===== config.mk =====
export PLATFORM = sky130hd
export DESIGN_NAME = bcd_clock_12_24
export DESIGN_NICKNAME = d
export VERILOG_FILES = /design/src/rtl/bcd_clock_12_24.sv
export SDC_FILE = /design/constraint.sdc
export NUM_CORES = 1
export LEC_CHECK = 0
export CORE_MARGIN = 2
export CORE_UTILIZATION = 55
export DETAILED_ROUTE_END_ITERATION = 7
export MAX_ROUTING_LAYER = met4
export PLACE_DENSITY = 0.83
export SETUP_SLACK_MARGIN = 0.3
export SLEW_MARGIN = 20
export SYNTH_ARGS = -nofsm -noshare
export SYNTH_HDL_FRONTEND = slang
export SYNTH_SLANG_ARGS = --single-unit
export TNS_END_PERCENT = 50

===== constraint.sdc =====
create_clock -name clk -period 10.6 [get_ports clk]
set_clock_uncertainty 0.05 [all_clocks]
set_input_delay 1.06 -clock clk [delete_from_list [all_inputs] [get_ports clk]]
set_output_delay 1.06 -clock clk [all_outputs]
set_load 0.05 [all_outputs]

===== src/rtl/bcd_clock_12_24.sv =====
// 24h BCD time-of-day counter with a 12h/24h display mapping and a validated load port.
// Optional alarm comparator is built when BCD_CLOCK_ALARM_EN is defined.
module bcd_clock_12_24 #(
   parameter int TICK_DIV = 50000000,
   parameter int RST_HOUR = 0
) (
   input  logic       clk,
   input  logic       rst_n,
   input  logic       mode_12h,
   input  logic       set_req,
   input  logic [3:0] set_ht,
   input  logic [3:0] set_hu,
   input  logic [3:0] set_mt,
   input  logic [3:0] set_mu,
   input  logic [3:0] set_st,
   input  logic [3:0] set_su,
   output logic       set_ack,
   output logic       set_err,
   output logic [3:0] bcd_hto,
   output logic [3:0] bcd_huo,
   output logic [3:0] bcd_mt,
   output logic [3:0] bcd_mu,
   output logic [3:0] bcd_st,
   output logic [3:0] bcd_su,
   output logic       pm,
   output logic       sec_pulse
`ifdef BCD_CLOCK_ALARM_EN
   ,
   input  logic [3:0] alarm_ht,
   input  logic [3:0] alarm_hu,
   input  logic [3:0] alarm_mt,
   input  logic [3:0] alarm_mu,
   output logic       alarm_hit
`endif
);

   localparam int            PW        = $clog2(TICK_DIV);
   localparam logic [PW-1:0] TICK_LAST = PW'(TICK_DIV - 1);
   localparam logic [3:0]    RST_HT    = 4'(RST_HOUR / 10);
   localparam logic [3:0]    RST_HU    = 4'(RST_HOUR % 10);

   logic [PW-1:0] presc_q, presc_d;
   logic [3:0]    ht_q, ht_d, hu_q, hu_d;
   logic [3:0]    mt_q, mt_d, mu_q, mu_d;
   logic [3:0]    st_q, st_d, su_q, su_d;
   logic          sec_pulse_q, sec_pulse_d;
   logic          set_ack_q, set_ack_d;
   logic          set_err_q, set_err_d;
   logic          tick, set_ok, inc;
   logic [4:0]    h24, h_disp, h_tens;

   // A load must describe a real 24h time; anything else is bounced with set_err.
   assign set_ok = (set_ht <= 4'd2) && (set_hu <= 4'd9) &&
                   ((set_ht != 4'd2) || (set_hu <= 4'd3)) &&
                   (set_mt <= 4'd5) && (set_mu <= 4'd9) &&
                   (set_st <= 4'd5) && (set_su <= 4'd9);

   assign tick = (presc_q == TICK_LAST);

   always_comb begin
      presc_d     = tick ? '0 : presc_q + 1'b1;
      ht_d        = ht_q;
      hu_d        = hu_q;
      mt_d        = mt_q;
      mu_d        = mu_q;
      st_d        = st_q;
      su_d        = su_q;
      sec_pulse_d = 1'b0;
      set_ack_d   = 1'b0;
      set_err_d   = 1'b0;
      inc         = 1'b0;
      if (set_req && set_ok) begin
         // An accepted load swallows a coincident tick and restarts the second.
         ht_d      = set_ht;
         hu_d      = set_hu;
         mt_d      = set_mt;
         mu_d      = set_mu;
         st_d      = set_st;
         su_d      = set_su;
         presc_d   = '0;
         set_ack_d = 1'b1;
      end else begin
         set_err_d = set_req;
         inc       = tick;
      end
      if (inc) begin
         sec_pulse_d = 1'b1;
         if (su_q != 4'd9) begin
            su_d = su_q + 4'd1;
         end else begin
            su_d = 4'd0;
            if (st_q != 4'd5) begin
               st_d = st_q + 4'd1;
            end else begin
               st_d = 4'd0;
               if (mu_q != 4'd9) begin
                  mu_d = mu_q + 4'd1;
               end else begin
                  mu_d = 4'd0;
                  if (mt_q != 4'd5) begin
                     mt_d = mt_q + 4'd1;
                  end else begin
                     mt_d = 4'd0;
                     if ((ht_q == 4'd2) && (hu_q == 4'd3)) begin
                        ht_d = 4'd0;
                        hu_d = 4'd0;
                     end else if (hu_q == 4'd9) begin
                        ht_d = ht_q + 4'd1;
                        hu_d = 4'd0;
                     end else begin
                        hu_d = hu_q + 4'd1;
                     end
                  end
               end
            end
         end
      end
   end

   always_ff @(posedge clk) begin
      if (!rst_n) begin
         presc_q     <= '0;
         ht_q        <= RST_HT;
         hu_q        <= RST_HU;
         mt_q        <= 4'd0;
         mu_q        <= 4'd0;
         st_q        <= 4'd0;
         su_q        <= 4'd0;
         sec_pulse_q <= 1'b0;
         set_ack_q   <= 1'b0;
         set_err_q   <= 1'b0;
      end else begin
         presc_q     <= presc_d;
         ht_q        <= ht_d;
         hu_q        <= hu_d;
         mt_q        <= mt_d;
         mu_q        <= mu_d;
         st_q        <= st_d;
         su_q        <= su_d;
         sec_pulse_q <= sec_pulse_d;
         set_ack_q   <= set_ack_d;
         set_err_q   <= set_err_d;
      end
   end

`ifdef BCD_CLOCK_ALARM_EN
   logic alarm_hit_q, alarm_hit_d;

   // Only a counted increment landing on hh:mm:00 fires; loads never do.
   always_comb begin
      alarm_hit_d = inc && (st_d == 4'd0) && (su_d == 4'd0) &&
                    (ht_d == alarm_ht) && (hu_d == alarm_hu) &&
                    (mt_d == alarm_mt) && (mu_d == alarm_mu);
   end

   always_ff @(posedge clk) begin
      if (!rst_n) begin
         alarm_hit_q <= 1'b0;
      end else begin
         alarm_hit_q <= alarm_hit_d;
      end
   end

   assign alarm_hit = alarm_hit_q;
`endif

   // Display hour is derived combinationally so mode_12h never touches the counters.
   always_comb begin
      h24 = (5'(ht_q) * 5'd10) + 5'(hu_q);
      if (mode_12h && (h24 == 5'd0)) begin
         h_disp = 5'd12;
      end else if (mode_12h && (h24 > 5'd12)) begin
         h_disp = h24 - 5'd12;
      end else begin
         h_disp = h24;
      end
      if (h_disp >= 5'd20) begin
         h_tens = 5'd2;
      end else if (h_disp >= 5'd10) begin
         h_tens = 5'd1;
      end else begin
         h_tens = 5'd0;
      end
   end

   assign bcd_hto   = 4'(h_tens);
   assign bcd_huo   = 4'(h_disp - (h_tens * 5'd10));
   assign bcd_mt    = mt_q;
   assign bcd_mu    = mu_q;
   assign bcd_st    = st_q;
   assign bcd_su    = su_q;
   assign pm        = (h24 >= 5'd12);
   assign sec_pulse = sec_pulse_q;
   assign set_ack   = set_ack_q;
   assign set_err   = set_err_q;

endmodule


==> results.toml, run 1 <==
[outcome]
outcome = "completed"

[floorplanning]
start_util_pct = 56.9
dieArea_um2 = 6320
num_rows = 27
dieHeight_um = 79.5
ios = 56
coreArea_um2 = 5510
die_width_um = 79.5

[global_route]
gr-total-overflow = 0
grt_max_degree = 44
grt_pass1_wl_um = 11800
grt_pass1_vias = 2651
antenna_found_initial = 0
gr-usage-all-layers_pct = 23.7

[route]
ant_nets = 0
drcViolationCount = 0
via_per_inst = 5.56
detail_route.wl_per_cell_um = 14.1
num_vias = 2732
drtIter0Drc = 142
first_pass_iters = 4
drt_wl_total_um = 6930

[logic_synthesis]
ys_warn_count = 0
synth_edf_count = 0
syn_inst = 369
yosysTopAreaCellShare_pct = 33.9
synthFlopType = "dfxtp_1"
syn_area_um2 = 3130
avgSynthCellArea_um2 = 8.49
seq_area_frac_synth_pct = 33.9
synthArstFlopShare_pct = 0
synth-seq-cells = 53
synthTopCellsByArea = "dfxtp_1 (34%), nor2_1 (6.9%), xor2_1 (5.0%)"
synth_top_area_cell = "dfxtp_1"
yosysMostFrequentCell = "nor2_1"
yosys.cell_types.count = 60
synth_common_cells = "nor2_1 (58), dfxtp_1 (53), nand2_1 (28)"

[setup_path]
reg2reg_slack_ns = 8.05
worstReg2RegEnd = "presc_q[20]$_SDFF_PP0_"
timing.rr.start = "presc_q[0]$_SDFF_PP0_"
crit_family = "adder cells"
critPathKind = "flip-flop to output port"
crit_top_cell = "ha_1"
cp_max_fo = 7
critical_path_buf_inv_count = 3
cp-startpoint = "ht_q[0]$_SDFF_PN0_"
ff2ff_path_depth = 6
critPathArrivalTime_ns = 4.89
crit_slowest_cell = "clkdlybuf4s50_1"
cp_data_required_time_ns = 9.49
slowest_delay_ns = 0.82
crit_path_start_kind = "flip-flop"
end_kind = "output port"
cp-endpoint = "bcd_huo[3]"
worst-path-stages = 16
path_cells = "ha_1 -> ha_1 -> xor2_1 -> inv_2 -> ha_1 -> nor4bb_1 -> nor3_2 -> a21boi_0 -> o31ai_1 -> and2_1 -> a21o_1 -> ha_1 -> inv_1 -> fa_1 -> xnor2_1 -> clkdlybuf4s50_1"

[clock_network]
clk_path_buf_depth = 2
ctsResizeCount = 0
clock_latency_ns = 0.32
root_buffer = "clkbuf_8"
cts-hold-fix-buffers = 0
cts_tree = "yes"
cts_buffers = 5
path_clk_slew_ns = 0.09
htree_levels = 2
post_cts_buffers = 0
cts_sinks = 53

[timing]
finalHoldViolations = 0
period_share_pct = 56.6
max_slew_margin_pct = 40.9
fin_tns_setup_ns = 0
fmax_ghz = 0.167
slew_viol_final = 0
fin_crit_ns = 6.00
rsz0062_at_grt = "false"
setup_ws_ns = 4.60
setup_violations = 0
tightest_slew_ns = 0.886

[place]
dp_hpwl_um = 5320
pre_cts_slack_ns = 4.96
portBuffers = 53
placedCellCount = 483
gp_congestion = 0.816

[power_and_ir_drop]
powerDensity_nw_per_um2 = 98.9
p_total_w = 0.000378
p_leak_nw = 1.43
ir_drop_mv = 0.0719

[cells_and_area]
num_antenna_cells = 0
nNetsFinal = 460
fin_cells = 491
drive_gt1_share_pct = 6.44
syn_to_final_growth_pct = 21.8

[flow_run]
drv_cap = 0

[hold_path]
hold_class = "flip-flop to flip-flop"
## through the flow
step	util [%]	cell area, µm²	hold WS (ns)
2_1_floorplan	-	3140	0.380
3_3_place_gp	67.3	3710	0.395
3_5_place_dp	67.3	3710	0.409
4_1_cts	69.3	3820	0.434
5_1_grt	69.3	3820	0.467
6_report	69.3	3820	0.430
## area by class of cell
cell class	count	area, µm²
multi-input cells	287	1950
repair buffers	54	538
clock inverters	2	38.8
clock buffers	6	72.6
inverters	17	63.8
well taps	72	90.1
flip-flops and latches	53	1060
fillers	438	1690
## flip-flops by register name, summed over array words and instances (netlist names)
| name | cells |
|---|---|
| presc_q | 26 |
| set_err | 1 |
| bcd_st | 4 |
| ht_q | 4 |
| bcd_su | 4 |
| sec_pulse | 1 |
| bcd_mt | 4 |
| set_ack | 1 |
| bcd_mu | 4 |
| hu_q | 4 |
## worst min path at each step
stage	from	endpoint	cells after the start
detailed placement	presc_q[0]$_SDFF_PP0_	presc_q[0]$_SDFF_PP0_	1
finish	presc_q[0]$_SDFF_PP0_	presc_q[0]$_SDFF_PP0_	1
global route	presc_q[0]$_SDFF_PP0_	presc_q[0]$_SDFF_PP0_	1
CTS	presc_q[0]$_SDFF_PP0_	presc_q[0]$_SDFF_PP0_	1
floorplan	presc_q[0]$_SDFF_PP0_	presc_q[0]$_SDFF_PP0_	1
global placement	presc_q[0]$_SDFF_PP0_	presc_q[0]$_SDFF_PP0_	1
## layer usage
metal  wire, µm  track usage (%)  share of wire [%]  vias to the layer above
met5          0                -                  0                        -
met4         87             5.86                1.3                        0
met3        306             4.52                4.4                        8
met2       3350             39.7                 48                       70
met1       3190             29.6                 46                     1277
li1           -                -                  -                     1377
## where the power goes
| group | switching [W] | leakage (nW) | internal, W |
|---|---|---|---|
| logic | 0.0000193 | 0.951 | 0.0000159 |
| clock network | 0.0000697 | 0.0554 | 0.0000710 |
| registers | 0.00000139 | 0.428 | 0.000200 |
## logic make-up (layout without fill, tap and decap cells)
family,after synthesis,after routing,share of synthesized area (%)
simple gates,166,166,30.0
compound gates,60,60,12.5
flops,53,53,33.9
xor+xnor,36,36,10.5
buf+inv,30,79,3.91
fa+ha+maj,14,14,6.07
mux,9,9,3.08
other cells,1,2,0.120
## cell usage in the layout, fill, tap and decap left out, drive strengths merged, types with 2 or more instances in the layout
cell           instances
a211oi                 8
a21o                   2
a21oi                 16
a31oi                  7
and3                   8
and4                   5
clkbuf                 6
clkdlybuf4s50         53
conb                   2
dfxtp                 53
fa                     2
ha                    12
inv                   17
mux2                   2
mux2i                  7
nand2                 28
nand2b                 2
nand3                 19
nand3b                 5
nand4                  6
nor2                  58
nor2b                  5
nor3                   9
nor3b                  4
nor4                   4
nor4b                  2
o211ai                 3
o21ai                 16
o31a                   2
or2                    2
or3                    2
or4                    2
xnor2                 17
xor2                  18
## worst reg2reg max path, cell delays in order (launching register included)
cell and delay, ns:
dfxtp_1 0.38, ha_1 0.23, and4_1 0.34, nand2_1 0.15
nor3_2 0.37, or2_1 0.76, nor2_1 0.13
No activity file was read; power rests on OpenSTA's default activity.
==> run 2, diff against run 1 <==
- CORE_UTILIZATION: 55 -> 53
- PLACE_DENSITY: 0.83 -> 0.8
- clock period: 10.6 -> 5.8 ns (I/O delays scaled with it)
==> run 2 against run 1 <==
Net effect: combinational power up 82%; die area up 3.6%; first-iteration DRC count up 3.5%; sequential power up 82%; worst setup slack worse by 4.2 ns; sequential share of layout area up 0.14 points; clock power up 50%; critical path type unchanged; highest routed layer unchanged.
==> results.toml, run 2 (synthesized netlist as in run 1, its figures left out) <==
[clock_network]
clk_path_buf_depth = 2
path_clk_slew_ns = 0.09
clock_latency_ns = 0.31
root_buffer = "clkbuf_8"
htree_levels = 2
post_cts_buffers = 0
cts_buffers = 5
cts_tree = "yes"
cts_sinks = 53

[route]
detail_route.wl_per_cell_um = 13.7
via_per_inst = 5.60
drcViolationCount = 0
first_pass_iters = 4
drtIter0Drc = 147
drt_wl_total_um = 6750
ant_nets = 0
num_vias = 2766

[place]
portBuffers = 53
dp_hpwl_um = 5060
gp_congestion = 0.808

[cells_and_area]
largest-register = "presc_q"
syn_to_final_growth_pct = 21.2
ff_latch_area_um2 = 1060
drive_gt1_share_pct = 6.44
final_util_pct = 65.3
multi_input_area_um2 = 1950
nFillCells = 494
layout.cells.most_common = "nor2_1"
nNetsFinal = 460
mostFrequentLayoutCells = "nor2_1 (58), dfxtp_1 (53), clkdlybuf4s50_1 (52), nand2_1 (28)"
largest_reg_flops = 26
num_antenna_cells = 0

[outcome]
outcome = "completed"

[global_route]
met2_usage_pct = 37.4
grt_pass1_wl_um = 11000
grt_use_met3_pct = 3.33
busiest_layer = "met2"
antenna_found_initial = 0
grt_max_degree = 43
grt_pass1_vias = 2548
gr-total-overflow = 0
met1_usage_pct = 26.0
gr-usage-all-layers_pct = 21.9

[power_and_ir_drop]
p_leak_nw = 1.44
powerDensity_nw_per_um2 = 169
ir_drop_mv = 0.117

[floorplanning]
ios = 56
dieArea_um2 = 6540
start_util_pct = 53.9
dieHeight_um = 80.9
coreArea_um2 = 5820
die_width_um = 80.9
num_rows = 28

[setup_path]
end_kind = "output port"
cp_data_required_time_ns = 5.17
crit_path_start_kind = "flip-flop"
cp_max_fo = 7
critPathArrivalTime_ns = 4.80
critPathKind = "flip-flop to output port"

[timing]
rsz0062_at_grt = "true"
fin_crit_ns = 5.43
max_slew_margin_pct = 39.2
setup_violations = 0
period_share_pct = 93.6
finalHoldViolations = 0
slew_viol_final = 0
whs_ns = 0.439
tightest_slew_ns = 0.912
fmax_ghz = 0.184
fin_tns_setup_ns = 0

[hold_path]
hold_class = "flip-flop to flip-flop"

[flow_run]
drv_cap = 0
run 2: changes by cell type in the layout (fill, tap and decap cells not counted):
cell	change
clkdlybuf4s50_1	-1
dlymetal6s2s_1	+1
inv_6	+1
clkinv_4	-1
bufinv_16	-1
clkinv_2	+1
run 2: final timing paths:
check / depth (start not counted) / to / startpoint / slack [ns]
max: 15 / bcd_huo[2] / ht_q[0]$_SDFF_PN0_ / 0.37
min: 1 / presc_q[0]$_SDFF_PP0_ / presc_q[0]$_SDFF_PP0_ / 0.44
max reg2reg: 6 / presc_q[5]$_SDFF_PP0_ / presc_q[0]$_SDFF_PP0_ / 3.32
min reg2reg: 1 / presc_q[0]$_SDFF_PP0_ / presc_q[0]$_SDFF_PP0_ / 0.44
run 2: report_power, final:
group	switching (W)	internal [W]
registers	0.00000229	0.000366
logic	0.0000352	0.0000291
clock network	0.000124	0.0000863
total	0.000162	0.000482
run 2: through the flow:
| stage | setup slack, ns | area, µm² | power, W | cells |
|---|---|---|---|---|
| floorplan | 0.830 | 3140 | 0.000412 | 370 |
| global placement | 0.916 | 3710 | 0.000440 | 486 |
| detailed placement | 0.662 | 3710 | 0.000441 | 486 |
| CTS | 0.309 | 3800 | 0.000649 | 494 |
| global route | 0.178 | 3800 | 0.000666 | 494 |
| finish | 0.371 | 3800 | 0.000644 | 494 |
run 2: final cells by class:
type	count	area share, %
clock buffer	6	1.91
inverter	17	1.68
clock inverter	2	0.362
tap	75	2.47
sequential	53	27.9
timing repair buffer	54	14.2
multi-input combinational	287	51.4
run 2: timing repair:
| action | 4_1_cts | 5_1_grt |
|---|---|---|
| endpoints found under the setup margin | 0 | 2 |
| resized for setup | 0 | 1 |
| hold buffers | 0 | 0 |
run 2: layer usage:
layer,wire (µm),part of all wire [%]
met5,0,0
met1,3060,45
met2,3310,49
met3,214,3.2
met4,171,2.5
run 2: critical path, stage by stage, from the launching register on:
cell	delay [ns]
dfxtp_1	0.47
ha_1	0.28
ha_1	0.40
xor2_1	0.38
inv_2	0.10
ha_1	0.18
nor4bb_1	0.15
nor3_2	0.18
a21boi_0	0.12
o31ai_1	0.36
and2_1	0.23
a21o_1	0.14
ha_1	0.14
inv_1	0.05
fa_1	0.50
clkdlybuf4s50_1	0.80
==> RTL change (flow settings as in run 1) <==
`mt_q`, `mu_q`, `st_q` and `su_q` no longer have a reset.
--- a/src/rtl/bcd_clock_12_24.sv
+++ b/src/rtl/bcd_clock_12_24.sv
@@ -122,10 +122,6 @@
          presc_q     <= '0;
          ht_q        <= RST_HT;
          hu_q        <= RST_HU;
-         mt_q        <= 4'd0;
-         mu_q        <= 4'd0;
-         st_q        <= 4'd0;
-         su_q        <= 4'd0;
          sec_pulse_q <= 1'b0;
          set_ack_q   <= 1'b0;
          set_err_q   <= 1'b0;
@@ -133,14 +129,17 @@
          presc_q     <= presc_d;
          ht_q        <= ht_d;
          hu_q        <= hu_d;
-         mt_q        <= mt_d;
-         mu_q        <= mu_d;
-         st_q        <= st_d;
-         su_q        <= su_d;
          sec_pulse_q <= sec_pulse_d;
          set_ack_q   <= set_ack_d;
          set_err_q   <= set_err_d;
       end
+   end
+
+   always_ff @(posedge clk) begin
+      mt_q <= mt_d;
+      mu_q <= mu_d;
+      st_q <= st_d;
+      su_q <= su_d;
    end
 
 `ifdef BCD_CLOCK_ALARM_EN
Function: changed (a bounded check fails within 4 cycles, from zero or initial values and one cycle with rst_n low).
==> RTL change against run 1 <==
  * Non-clock buffer count grew 1
  * Fmax is 7.0% higher
  * Sequential cell count is the same
  * Wire length decreased by 6.0%
  * Sequential share of layout area up 2.0 points
  * Total power grew 3.1%
  * Area after synthesis is 3.0% lower
  * Die area down 2.9%
  * Worst setup slack better by 390 ps
  * Final area decreased by 3.0%
  * Critical path type unchanged
  * Critical endpoint unchanged
  * Highest routed layer unchanged
==> RTL change: results (changes against run 1) <==
outcome=completed; routed vias=2702 (-1.1%); Post-DP HPWL=5000 um (-5.9%); clock edge transition at the registers on the reported setup and hold paths=90 ps (about the same); Layout Nets=465 (+1.1%); final RePlAce weighted congestion=0.840 (+3.0%); top cells by area, synth=dfxtp_1, nor2_1, xnor2_1, xor2_1, nand2_1; reg-to-reg slack, setup=7980 ps (-70 ps); first-pass GRT wire length=11200 um (-4.7%); vias in the first global route=2588 (-2.4%); top cells by count, synth=nor2_1, dfxtp_1, nand2_1; sequential fraction of the synthesis area=36.2% (+2.4 points); Filler cells=444 (+1.4%); fraction of layout cells with a size suffix above 1=3.54% (-2.9 points); leakage=1.37 nW (-4.5%); worst setup path startpoint=ht_q[0]$_SDFF_PN0_; Critical R2R Capture=ht_q[0]$_SDFF_PN0_; Worst Tran Pin Value=941 ps (+55.0 ps); worst r2r src=bcd_su[1]$_DFFE_PP_; Synth cell types=52 (-13%); slowest cell delay on critical path=810 ps; Max IR drop VDD=0.0000753 V (+4.7%); Skew-Pair Late Insertion Delay=300 ps (-20 ps); gr usage total=23.1% (-0.66 points); Sw Ratio=28.0% (+4.0 points); Routed WL per cell=13.1 um (-7.0%); initial antenna violation count=0 (unchanged); largest net degree at the start of global routing=27 (-39%); EDFF count, synth=4 (+4)
## RTL change: stage by stage
step,hold slack (ps),worst slack [ps],instances,util [%],instance area (sq um)
after detailed placement,412,5110,488,66.9,3620
final,424,5000,496,68.5,3700
after global placement,392,5270,488,66.9,3620
after floorplan,380,4960,373,-,3040
after CTS,433,5020,496,68.5,3700
after global routing,480,4660,496,68.5,3700
## RTL change: power by group through the flow
stage,Clock [mW],Combinational (mW),Sequential (mW)
after floorplan,0,0.0236,0.233
after global placement,0,0.0640,0.218
after detailed placement,0,0.0648,0.218
after CTS,0.113,0.0651,0.214
after global routing,0.122,0.0688,0.215
final,0.111,0.0648,0.214
## RTL change: cells by family (layout without fill, tap and decap cells)
kind of cell               Yosys count  count (layout)  share of synthesized area, %
muxes                                8               8                          2.84
buffers and inverters               32              83                          4.45
xor gates and xnor gates            39              39                          11.7
DFF                                 53              53                          36.2
adders and majority gates           14              14                          6.26
other                                1               2                         0.123
AOI/OAI and AO/OA                   54              54                          10.6
and+or+nand+nor                    171             171                          27.8
## RTL change: worst max-delay path, delay by kind of cell, from the launching register on
family	cells	cell delay (ps)
xor+xnor	2	570
fa+ha+maj	5	1460
buf+inv	2	850
flops	1	460
simple gates	2	230
compound gates	2	280
mux	2	340
## RTL change: cell type report
cell class              count  area share [%]
inverters                  20            2.03
flip-flops and latches     53            29.7
repair buffers             55            14.7
clock buffers               7            2.06
well taps                  72            2.43
clock inverters             1           0.203
multi-input cells         288            48.8
## RTL change: worst max path at each step
stage	endpoint	slack [ps]	cells past startpoint
6_report	bcd_huo[3]	5000	15
5_1_grt	bcd_huo[3]	4660	15
4_1_cts	bcd_huo[3]	5020	13
3_5_place_dp	bcd_huo[3]	5110	12
3_3_place_gp	bcd_huo[3]	5270	12
2_1_floorplan	bcd_huo[3]	4960	12
## RTL change: metal layers
metal / part of all wire, % / global-route usage (%)
met1: 46 / 28.3
met2: 47 / 38.4
met3: 5.5 / 5.63
met4: 1.3 / 5.79
met5: 0 / -
